`src/rtl/pwm_duty_scheduler_if.sv`:
```
// Target-level request channel for pwm_duty_scheduler.
//   tgt_valid   : requester has a target level on tgt_level
//   tgt_level   : requested duty level (values above STEPS get clamped)
//   tgt_ready   : scheduler can accept a target this cycle
//   tgt_clamped : one-cycle pulse after an accepted target exceeded STEPS
interface pwm_duty_scheduler_if #(
  parameter int unsigned LVL_W = 4
) ();
  logic             tgt_valid;
  logic [LVL_W-1:0] tgt_level;
  logic             tgt_ready;
  logic             tgt_clamped;

  modport master (
    output tgt_valid,
    output tgt_level,
    input  tgt_ready,
    input  tgt_clamped
  );

  modport slave (
    input  tgt_valid,
    input  tgt_level,
    output tgt_ready,
    output tgt_clamped
  );
endinterface

```
`src/rtl/pwm_duty_scheduler.sv`:
```
// Sequencing controller for pwm_generator: owns its increase/decrease/reset
// inputs, keeps a shadow duty level and walks it one step at a time toward
// button requests or an accepted target, with a settle gap after every pulse.
// Ports:
//   clk, reset          : clock, synchronous active-low reset
//   btn_up, btn_down    : synchronous button levels, rising edge = one step
//   tgt                 : target-level valid/ready channel (slave side)
//   increase_duty       : one-cycle +1 step pulse to the generator
//   decrease_duty       : one-cycle -1 step pulse to the generator
//   gen_reset           : active-high generator reset
//   level               : shadow duty level
//   busy                : FSM is not idle
module pwm_duty_scheduler #(
  parameter int unsigned STEPS       = 10,
  parameter int unsigned LVL_W       = 4,
  parameter int unsigned RESET_LEVEL = 5,
  parameter int unsigned GAP_CYCLES  = 10
) (
  input  logic                 clk,
  input  logic                 reset,
  input  logic                 btn_up,
  input  logic                 btn_down,
  pwm_duty_scheduler_if.slave  tgt,
  output logic                 increase_duty,
  output logic                 decrease_duty,
  output logic                 gen_reset,
  output logic [LVL_W-1:0]     level,
  output logic                 busy
);

  localparam int unsigned GAP_W = $clog2(GAP_CYCLES + 1);
  localparam logic [LVL_W-1:0] STEPS_L = LVL_W'(STEPS);
  localparam logic [LVL_W-1:0] RST_L   = LVL_W'(RESET_LEVEL);

  typedef enum logic [1:0] {S_INIT, S_IDLE, S_STEP, S_GAP} state_t;

  state_t             state, state_n;
  logic [LVL_W-1:0]   level_n, target, target_n, tgt_sat;
  logic [GAP_W-1:0]   gap_cnt, gap_cnt_n;
  logic               dir_up, dir_up_n;
  logic               btn_up_q, btn_down_q;
  logic               pend_up, pend_down, pend_up_n, pend_down_n;
  logic               svc_up, svc_down, accept, clamped_n;
  logic               p_up, p_dn;
  logic               inc_n, dec_n, busy_n, gen_reset_n, ready_n;

  assign accept  = tgt.tgt_valid & tgt.tgt_ready;
  assign tgt_sat = (tgt.tgt_level > STEPS_L) ? STEPS_L : tgt.tgt_level;

  // State register
  always_ff @(posedge clk) begin
    if (!reset) state <= S_INIT;
    else        state <= state_n;
  end

  // Next-state and datapath next values
  always_comb begin
    state_n   = state;
    target_n  = target;
    dir_up_n  = dir_up;
    gap_cnt_n = gap_cnt;
    svc_up    = 1'b0;
    svc_down  = 1'b0;
    clamped_n = 1'b0;
    level_n   = level;
    unique case (state)
      S_INIT: state_n = S_IDLE;
      S_IDLE: begin
        if (pend_up) begin
          // A request at the limit is consumed without moving
          svc_up = 1'b1;
          if (level != STEPS_L) begin
            target_n = level + LVL_W'(1);
            dir_up_n = 1'b1;
            state_n  = S_STEP;
          end
        end else if (pend_down) begin
          svc_down = 1'b1;
          if (level != '0) begin
            target_n = level - LVL_W'(1);
            dir_up_n = 1'b0;
            state_n  = S_STEP;
          end
        end else if (accept) begin
          target_n  = tgt_sat;
          clamped_n = tgt.tgt_level > STEPS_L;
          if (tgt_sat != level) begin
            dir_up_n = tgt_sat > level;
            state_n  = S_STEP;
          end
        end
      end
      S_STEP: begin
        level_n   = dir_up ? level + LVL_W'(1) : level - LVL_W'(1);
        gap_cnt_n = GAP_W'(GAP_CYCLES);
        state_n   = S_GAP;
      end
      S_GAP: begin
        // Last gap cycle: chain straight into the next step if still off target
        if (gap_cnt <= GAP_W'(1)) begin
          gap_cnt_n = '0;
          if (level != target) begin
            dir_up_n = target > level;
            state_n  = S_STEP;
          end else begin
            state_n  = S_IDLE;
          end
        end else begin
          gap_cnt_n = gap_cnt - GAP_W'(1);
        end
      end
      default: state_n = S_INIT;
    endcase
  end

  // One-deep button pending flags; opposite requests cancel each other
  always_comb begin
    p_up        = svc_up   ? 1'b0 : (pend_up   | (btn_up   & ~btn_up_q));
    p_dn        = svc_down ? 1'b0 : (pend_down | (btn_down & ~btn_down_q));
    pend_up_n   = p_up & ~p_dn;
    pend_down_n = p_dn & ~p_up;
  end

  // Output decode from the next state, registered below
  always_comb begin
    inc_n       = (state_n == S_STEP) &  dir_up_n;
    dec_n       = (state_n == S_STEP) & ~dir_up_n;
    busy_n      = state_n != S_IDLE;
    gen_reset_n = state_n == S_INIT;
    ready_n     = (state_n == S_IDLE) & ~pend_up_n & ~pend_down_n;
  end

  // Datapath and output registers
  always_ff @(posedge clk) begin
    if (!reset) begin
      level           <= RST_L;
      target          <= RST_L;
      dir_up          <= 1'b0;
      gap_cnt         <= '0;
      pend_up         <= 1'b0;
      pend_down       <= 1'b0;
      btn_up_q        <= 1'b1;
      btn_down_q      <= 1'b1;
      increase_duty   <= 1'b0;
      decrease_duty   <= 1'b0;
      busy            <= 1'b0;
      gen_reset       <= 1'b1;
      tgt.tgt_ready   <= 1'b0;
      tgt.tgt_clamped <= 1'b0;
    end else begin
      level           <= level_n;
      target          <= target_n;
      dir_up          <= dir_up_n;
      gap_cnt         <= gap_cnt_n;
      pend_up         <= pend_up_n;
      pend_down       <= pend_down_n;
      btn_up_q        <= btn_up;
      btn_down_q      <= btn_down;
      increase_duty   <= inc_n;
      decrease_duty   <= dec_n;
      busy            <= busy_n;
      gen_reset       <= gen_reset_n;
      tgt.tgt_ready   <= ready_n;
      tgt.tgt_clamped <= clamped_n;
    end
  end

endmodule

```
`src/flat_wrapper.sv`:
```
// flat-port wrapper written by rule: the top's interface ports become plain ports
module pwm_duty_scheduler_flat 
#(
  parameter int unsigned STEPS       = 10,
  parameter int unsigned LVL_W       = 4,
  parameter int unsigned RESET_LEVEL = 5,
  parameter int unsigned GAP_CYCLES  = 10
)
  (clk, reset, btn_up, btn_down, increase_duty, decrease_duty, gen_reset, level, busy, tgt_tgt_valid, tgt_tgt_level, tgt_tgt_ready, tgt_tgt_clamped);
  pwm_duty_scheduler_if #(.LVL_W(LVL_W)) tgt_i ();
  input  logic clk;
  input  logic reset;
  input  logic btn_up;
  input  logic btn_down;
  output logic increase_duty;
  output logic decrease_duty;
  output logic gen_reset;
  output logic [LVL_W-1:0] level;
  output logic busy;
  input wire logic [$bits(tgt_i.tgt_valid)-1:0] tgt_tgt_valid;
  input wire logic [$bits(tgt_i.tgt_level)-1:0] tgt_tgt_level;
  output wire logic [$bits(tgt_i.tgt_ready)-1:0] tgt_tgt_ready;
  output wire logic [$bits(tgt_i.tgt_clamped)-1:0] tgt_tgt_clamped;
  assign tgt_i.tgt_valid = tgt_tgt_valid;
  assign tgt_i.tgt_level = tgt_tgt_level;
  assign tgt_tgt_ready = tgt_i.tgt_ready;
  assign tgt_tgt_clamped = tgt_i.tgt_clamped;
  pwm_duty_scheduler #(.STEPS(STEPS), .LVL_W(LVL_W), .RESET_LEVEL(RESET_LEVEL), .GAP_CYCLES(GAP_CYCLES)) u_core (.clk(clk), .reset(reset), .btn_up(btn_up), .btn_down(btn_down), .tgt(tgt_i), .increase_duty(increase_duty), .decrease_duty(decrease_duty), .gen_reset(gen_reset), .level(level), .busy(busy));
endmodule
```
`config.mk`:
```
export PLATFORM = sky130hd
export DESIGN_NAME = pwm_duty_scheduler_flat
export DESIGN_NICKNAME = d
export VERILOG_FILES = /design/src/rtl/pwm_duty_scheduler_if.sv /design/src/rtl/pwm_duty_scheduler.sv /design/src/flat_wrapper.sv
export SDC_FILE = /design/constraint.sdc
export NUM_CORES = 1
export LEC_CHECK = 0
export ABC_AREA = 1
export CAP_MARGIN = 15
export CORE_MARGIN = 3
export CORE_UTILIZATION = 55
export CTS_CLUSTER_DIAMETER = 120
export DETAILED_ROUTE_END_ITERATION = 8
export PLACE_DENSITY = 0.84
export SYNTH_ARGS = -nofsm -noshare
export SYNTH_HDL_FRONTEND = slang
export SYNTH_SLANG_ARGS = --single-unit
```
`constraint.sdc`:
```
create_clock -name clk -period 1.81 [get_ports clk]
set_clock_uncertainty 0.05 [all_clocks]
set_input_delay 0.362 -clock clk [delete_from_list [all_inputs] [get_ports clk]]
set_output_delay 0.362 -clock clk [all_outputs]
set_load 0.01 [all_outputs]
```
# ---- After elaboration in Yosys (flattened, before gate mapping)
# Cells that the tools add are included.
dict set report word_totals {
  input_bits 9
  output_inout_bits 10
  ff_bits 25
  elab_cells 95
}
dict set report op_classes {
  n_bitwise 21
  n_mux 34
  order_cmp 4
  add_sub_neg 3
  eq_ne 11
  n_reduce_logical 7
}
# cell count
set op_table {}
lappend op_table {{2-to-1 mux 4 bit} 8}
lappend op_table {{2-to-1 mux 2 bit} 8}
lappend op_table {{2-to-1 mux 1 bit} 15}
lappend op_table {{inverter 1 bit} 10}
lappend op_table {{AND 1 bit} 9}
lappend op_table {{> comparator 4 bit} 2}
lappend op_table {{inequality test 4 bit} 2}
lappend op_table {{case mux 2 bit (4 select lines)} 1}
lappend op_table {{case mux 4 bit (2 select lines)} 1}
lappend op_table {{subtractor 4 x 1 -> 4 bit (second input constant)} 2}
lappend op_table {{== test 2 bit (second input constant)} 3}
lappend op_table {{OR reduction 5 bit} 1}
lappend op_table {{adder 4 x 1 -> 4 bit (second input constant)} 1}
lappend op_table {{== test 2 x 1 -> 1 bit (second input constant)} 2}
lappend op_table {{> comparator 4 bit (second input constant)} 1}
lappend op_table {{less-or-equal comparator 4 x 1 -> 1 bit (second input constant)} 1}
lappend op_table {{logical NOT 2 bit} 2}
lappend op_table {{inequality test 4 bit (second input constant)} 1}
lappend op_table {{AND reduction 4 bit} 1}
lappend op_table {{nonzero test 4 bit} 1}
lappend op_table {{inequality test 3 x 2 -> 1 bit (second input constant)} 1}
lappend op_table {{nonzero test 3 bit} 1}
lappend op_table {{inequality test 2 x 1 -> 1 bit (second input constant)} 1}
lappend op_table {{inequality test 2 bit (second input constant)} 1}
lappend op_table {{other kinds (3)} 4}

# ---- Logic depth before layout (Yosys ltp)
dict set report logic_depth {
  ltp_word 11
  mapped_depth 13
  mapped_depth_nobuf 13
}

# ---- Least setup slack after synthesis
# Ideal clock, no wire load.
dict set report synth_path {
  path_kind {input to register}
  from {input tgt_tgt_level[2]}
  to {register u_core.decrease_duty}
  stages 12
  arrival_time_ps 1397
  n_path_buf 0
  path_slack_ps 252
  setup_ps 111
  cell_sequence {inv_1 nand2_1 nand2_1 nand2_1 ha_1 nand2_1 nor2_1 nand2_1 nand3_2 nand3_1 nand3_1 nor2_1}
}
dict set report synth_between {
  elab_chain_cells 10
  elab_cells_between_ends 17
  classes_between {order compare: 2; eq/ne: 2; mux: 11; bitwise: 2}
}
# item line
set synth_rtl {}
lappend synth_rtl {{start: declaration} flat_wrapper.sv:21} ;# input wire logic [$bits(tgt_i.tgt_level)-1:0] tgt_tgt_level;
lappend synth_rtl {{> comparator 4 bit} pwm_duty_scheduler.sv:48} ;# assign tgt_sat = (tgt.tgt_level > STEPS_L) ? STEPS_L : tgt.tgt_level;
lappend synth_rtl {{2-to-1 mux 4 bit *} pwm_duty_scheduler.sv:48}
lappend synth_rtl {{> comparator 4 bit / inequality test 4 bit (equally long branches)} {pwm_duty_scheduler.sv:88, pwm_duty_scheduler.sv:87}}
lappend synth_rtl {{2-to-1 mux 1 bit / 2-to-1 mux 2 bit (equally long branches)} pwm_duty_scheduler.sv:87} ;# if (tgt_sat != level) begin
lappend synth_rtl {{2-to-1 mux 1 bit / 2-to-1 mux 2 bit (equally long branches)} pwm_duty_scheduler.sv:84} ;# end else if (accept) begin
lappend synth_rtl {{2-to-1 mux 1 bit / 2-to-1 mux 2 bit (equally long branches)} pwm_duty_scheduler.sv:77} ;# end else if (pend_down) begin
lappend synth_rtl {{2-to-1 mux 1 bit / 2-to-1 mux 2 bit (equally long branches)} pwm_duty_scheduler.sv:69} ;# if (pend_up) begin
lappend synth_rtl {{case mux 1 bit (2 select lines) / case mux 2 bit (4 select lines) (equally long branches)} pwm_duty_scheduler.sv:66} ;# unique case (state)
lappend synth_rtl {{inverter 1 bit / == test 2 bit (equally long branches)} pwm_duty_scheduler.sv:127} ;# dec_n = (state_n == S_STEP) & ~dir_up_n;
lappend synth_rtl {{AND 1 bit *} pwm_duty_scheduler.sv:127}
lappend synth_rtl {{end signal: assignment} pwm_duty_scheduler.sv:160} ;# decrease_duty <= dec_n;
lappend synth_rtl {{end: declaration} pwm_duty_scheduler.sv:25} ;# output logic decrease_duty,
# Mark *: on every way between the ends. The rest lies on a longest branch, timed or not.
# A chain may end at the register's enable or synchronous reset.

# ---- Worst setup path in the final report
dict set report layout_path {
  from {register u_core.level[3]}
  to {output level[3]}
}
# item line
set layout_lines {}
lappend layout_lines {{start: declaration} pwm_duty_scheduler.sv:27} ;# output logic [LVL_W-1:0] level,
lappend layout_lines {{start signal: assignment} pwm_duty_scheduler.sv:151} ;# level <= level_n;
lappend layout_lines {{end: declaration} flat_wrapper.sv:18} ;# output logic [LVL_W-1:0] level;
# No word-level cell between the ends.

==> impl_metrics.csv <==
group,metric,value,unit
logic_synthesis,synth-seq-cells,25,
critical_path,cp_num_buf_inv,2,
drt,antenna_left,0,
placed_design,detailedPlace.worstSlack,-0.379,ns
floorplanning,core,2570,um2
critical_path,r2r-start,"u_core.level[3]",
timing,finalWorstSetupSlack,0.0564,ns
timing,setup_viol,0,
drt,drt-initial-drc-count,63,
logic_synthesis,syn_nets,239,
grt,grt_pass1_vias,1326,
cts,cts_tree,"done",
floorplanning,start_util,0.598,
cells_and_area,final_core_util,0.760,
critical_path,path_delay_family,"buffers and inverters",
timing,slew_violations,0,
floorplanning,rows,18,
logic_synthesis,yosys.area_share.simple,0.305,
pwr,leakage,0.966,nW
cells_and_area,diodes,0,
logic_synthesis,synthXorXnorAreaFrac,0.0342,
grt,grt_remaining_overflow,0,
logic_synthesis,synthCells,216,
critical_path,cp.required,1.40,ns
critical_path,crit_fanout,3,
logic_synthesis,synth.area.top_cells,"dfxtp_1 (33%), nand2_1 (12%), ha_1 (11%)",
floorplanning,die_h,58.9,um
drt,wire_per_inst,12.9,um
cts,numCtsBuffers,3,
placed_design,dpl.hpwl,2.73,mm
logic_synthesis,ys.warnings.count,0,
timing,holdWs,0.444,ns
critical_path,end_kind,"primary output",
critical_path,start_kind,"flip-flop",
floorplanning,die-area,3460,um2
worst_hold_path,min_from,"u_core.target[0]",
run_status,status,"complete, no violations",
logic_synthesis,synth-compound-area-share,0.124,
timing,tightest_slew,0.443,ns
placed_design,place_area,1840,um2
cells_and_area,drive_above_1_share,0.220,
drt,vias,1483,
placed_design,gp_congestion,0.890,
critical_path,reg2regPathDepth,10,
logic_synthesis,synth_top_cell_by_area,"dfxtp_1",
worst_hold_path,whs_endpoint,"u_core.target[0]",
cts,cts_buffer_depth,2,
logic_synthesis,ys_seq_area_frac,0.326,
logic_synthesis,syn_area,1540,um2
worst_hold_path,hold_path_class,"flip-flop to flip-flop",
worst_hold_path,hold_depth,2,
cells_and_area,fill_cells,212,
cells_and_area,design_area,1950,um2
timing,fmax,570,MHz
logic_synthesis,synth_area_per_cell,7.11,um2
drt,drcViolationCount,0,
pwr,ir_drop,772,uV
cells_and_area,num-nets-final,274,
cells_and_area,final_common_cell,"nand2_1",
critical_path,worstPathCellList,"buf_4 > clkdlybuf4s50_1",
cts,h-tree-depth,1,
logic_synthesis,yosys-mux-area-fraction,0,
logic_synthesis,synth_top_area_frac,0.326,
cells_and_area,area_delta_synth_final,27.0,%
cts,clock_latency,0.33,ns
cts,clkTransAtPathRegs,0.15,ns
critical_path,reg2reg_to,"u_core.decrease_duty",
logic_synthesis,synth.distinct_cells,32,
logic_synthesis,synth_top_family_by_area,"simple AND/OR/NAND/NOR gates",
timing,hold_viol,0,
timing,rsz0062_at_grt,"no",
grt,antenna_found_initial,0,
critical_path,slowest_stage,"clkdlybuf4s50_1",
cts,root_buffer,"clkbuf_4",
critical_path,cp.arrival,1.34,ns
flow_run,max_cap_viol_count,0,
floorplanning,die_w,58.9,um
drt,routed_wl,3.62,mm
logic_synthesis,synthAdderAreaFrac,0.114,
cts,cts_sinks,25,
drt,dr.pass1.iters,4,
floorplanning,io_pins,19,
cells_and_area,layout_common_cells,"nand2_1 (45), inv_1 (27), dfxtp_1 (23)",
critical_path,critPathKind,"flip-flop to primary output",
drt,avgViaCountPerCell,5.30,
timing,slew_headroom,0.705,
critical_path,crit_path_max_incr_delay,0.53,ns
critical_path,r2r_slack,0.15,ns
timing,finalCritPeriodShare,0.969,
grt,grt_start_max_net_pins,16,
grt,grt_pass1_wl,5.91,mm
timing,min_period,1.75,ns
placed_design,portBuffers,18,
pwr,p_per_area,799,nW/um2
grt,grt_usage,0.225,
[through the flow]
stage	instances	total power [mW]	setup TNS (ns)
2_1_floorplan	216	1.06	0
3_3_place_gp	274	1.25	-1.54
3_5_place_dp	274	1.26	-2.07
4_1_cts	278	1.52	0
5_1_grt	280	1.67	0
6_report	280	1.56	0
[synthesized netlist by cell type]
cell and count:
nor3b_2 1, a21oi_1 13, a21oi_2 1, nor2_2 2
nand3_1 10, dfxtp_1 25, or2_2 1, a211oi_1 1
a31oi_1 2, o211ai_1 1, nand3_2 5, inv_2 6
a21o_1 1, buf_2 1, xnor2_1 1, clkinv_4 1
clkbuf_1 2, o21bai_1 1, or2_1 1, inv_1 28
nand2_1 50, o21ai_1 5, xor2_1 5, nor4_1 1
nand2_2 3, nor2_1 20, nand2_4 2, o21ai_0 8
nor2_4 1, ha_1 14, a221oi_1 1, nor3_1 2
[report_power, final]
part	switching (mW)	internal (mW)	total [mW]
sequential	0.0506	0.613	0.663
combinational	0.361	0.265	0.626
clock	0.185	0.0847	0.270
[layer usage]
metal | global-route usage | share of wire | wire (um) | vias to the layer above
met5 | 0 | 0 | 0 | -
met4 | 0.0647 | 0.0091 | 33 | 0
met3 | 0.0263 | 0.067 | 244 | 5
met2 | 0.360 | 0.48 | 1740 | 47
met1 | 0.318 | 0.44 | 1610 | 674
li1 | - | - | - | 757
[cell type report]
type	instances	area, um2	area share
clock buffer	3	22.5	0.0115
clock inverter	1	7.51	0.00385
inverter	35	136	0.0699
multi-input combinational	153	937	0.480
sequential	25	503	0.258
tap	30	37.5	0.0192
timing repair buffer	33	308	0.158
[tightest hold or removal path, delay by kind of cell (launching register included)]
family             cells  cell delay, ns
DFF                    1            0.36
and+or+nand+nor        1            0.06
AOI/OAI and AO/OA      1            0.06
[sequential cells by signal, indices dropped and copies added (netlist names)]
name                    count
u_core.gap_cnt              4
u_core.level                4
u_core.target               4
u_core.state                2
u_core.btn_down_q           1
u_core.btn_up_q             1
u_core.busy                 1
u_core.decrease_duty        1
u_core.dir_up               1
u_core.gen_reset            1
u_core.increase_duty        1
u_core.pend_down            1
u_core.pend_up              1
u_core.tgt.tgt_clamped      1
u_core.tgt.tgt_ready        1
[kinds of logic after synthesis]
family / count (synthesis)
AND/OR/NAND/NOR: 99
buffers and inverters: 38
AO/OA/AOI/OAI: 34
flip-flops: 25
adder cells (fa/ha/maj): 14
XOR/XNOR: 6
[timing repair]
action,CTS,global route
hold buffers,0,0
buffers inserted,0,2
pin swaps,1,7
endpoints found under the hold margin,0,0
gates cloned,0,0
setup endpoints to repair,2,9
resized for setup,2,18
[how the worst max path moves through the flow]
stage,start,to,slack (ns),cells after the start
6_report,u_core.level[3],level[3],0.06,2
5_1_grt,u_core.level[3],level[3],0.006,2
4_1_cts,u_core.level[2],level[2],0.0002,2
3_5_place_dp,tgt_tgt_level[0],u_core.decrease_duty,-0.38,14
3_3_place_gp,tgt_tgt_level[0],u_core.decrease_duty,-0.28,14
2_1_floorplan,tgt_tgt_level[2],u_core.decrease_duty,0.25,12
Note: power is estimated with default switching activity, not from simulation.
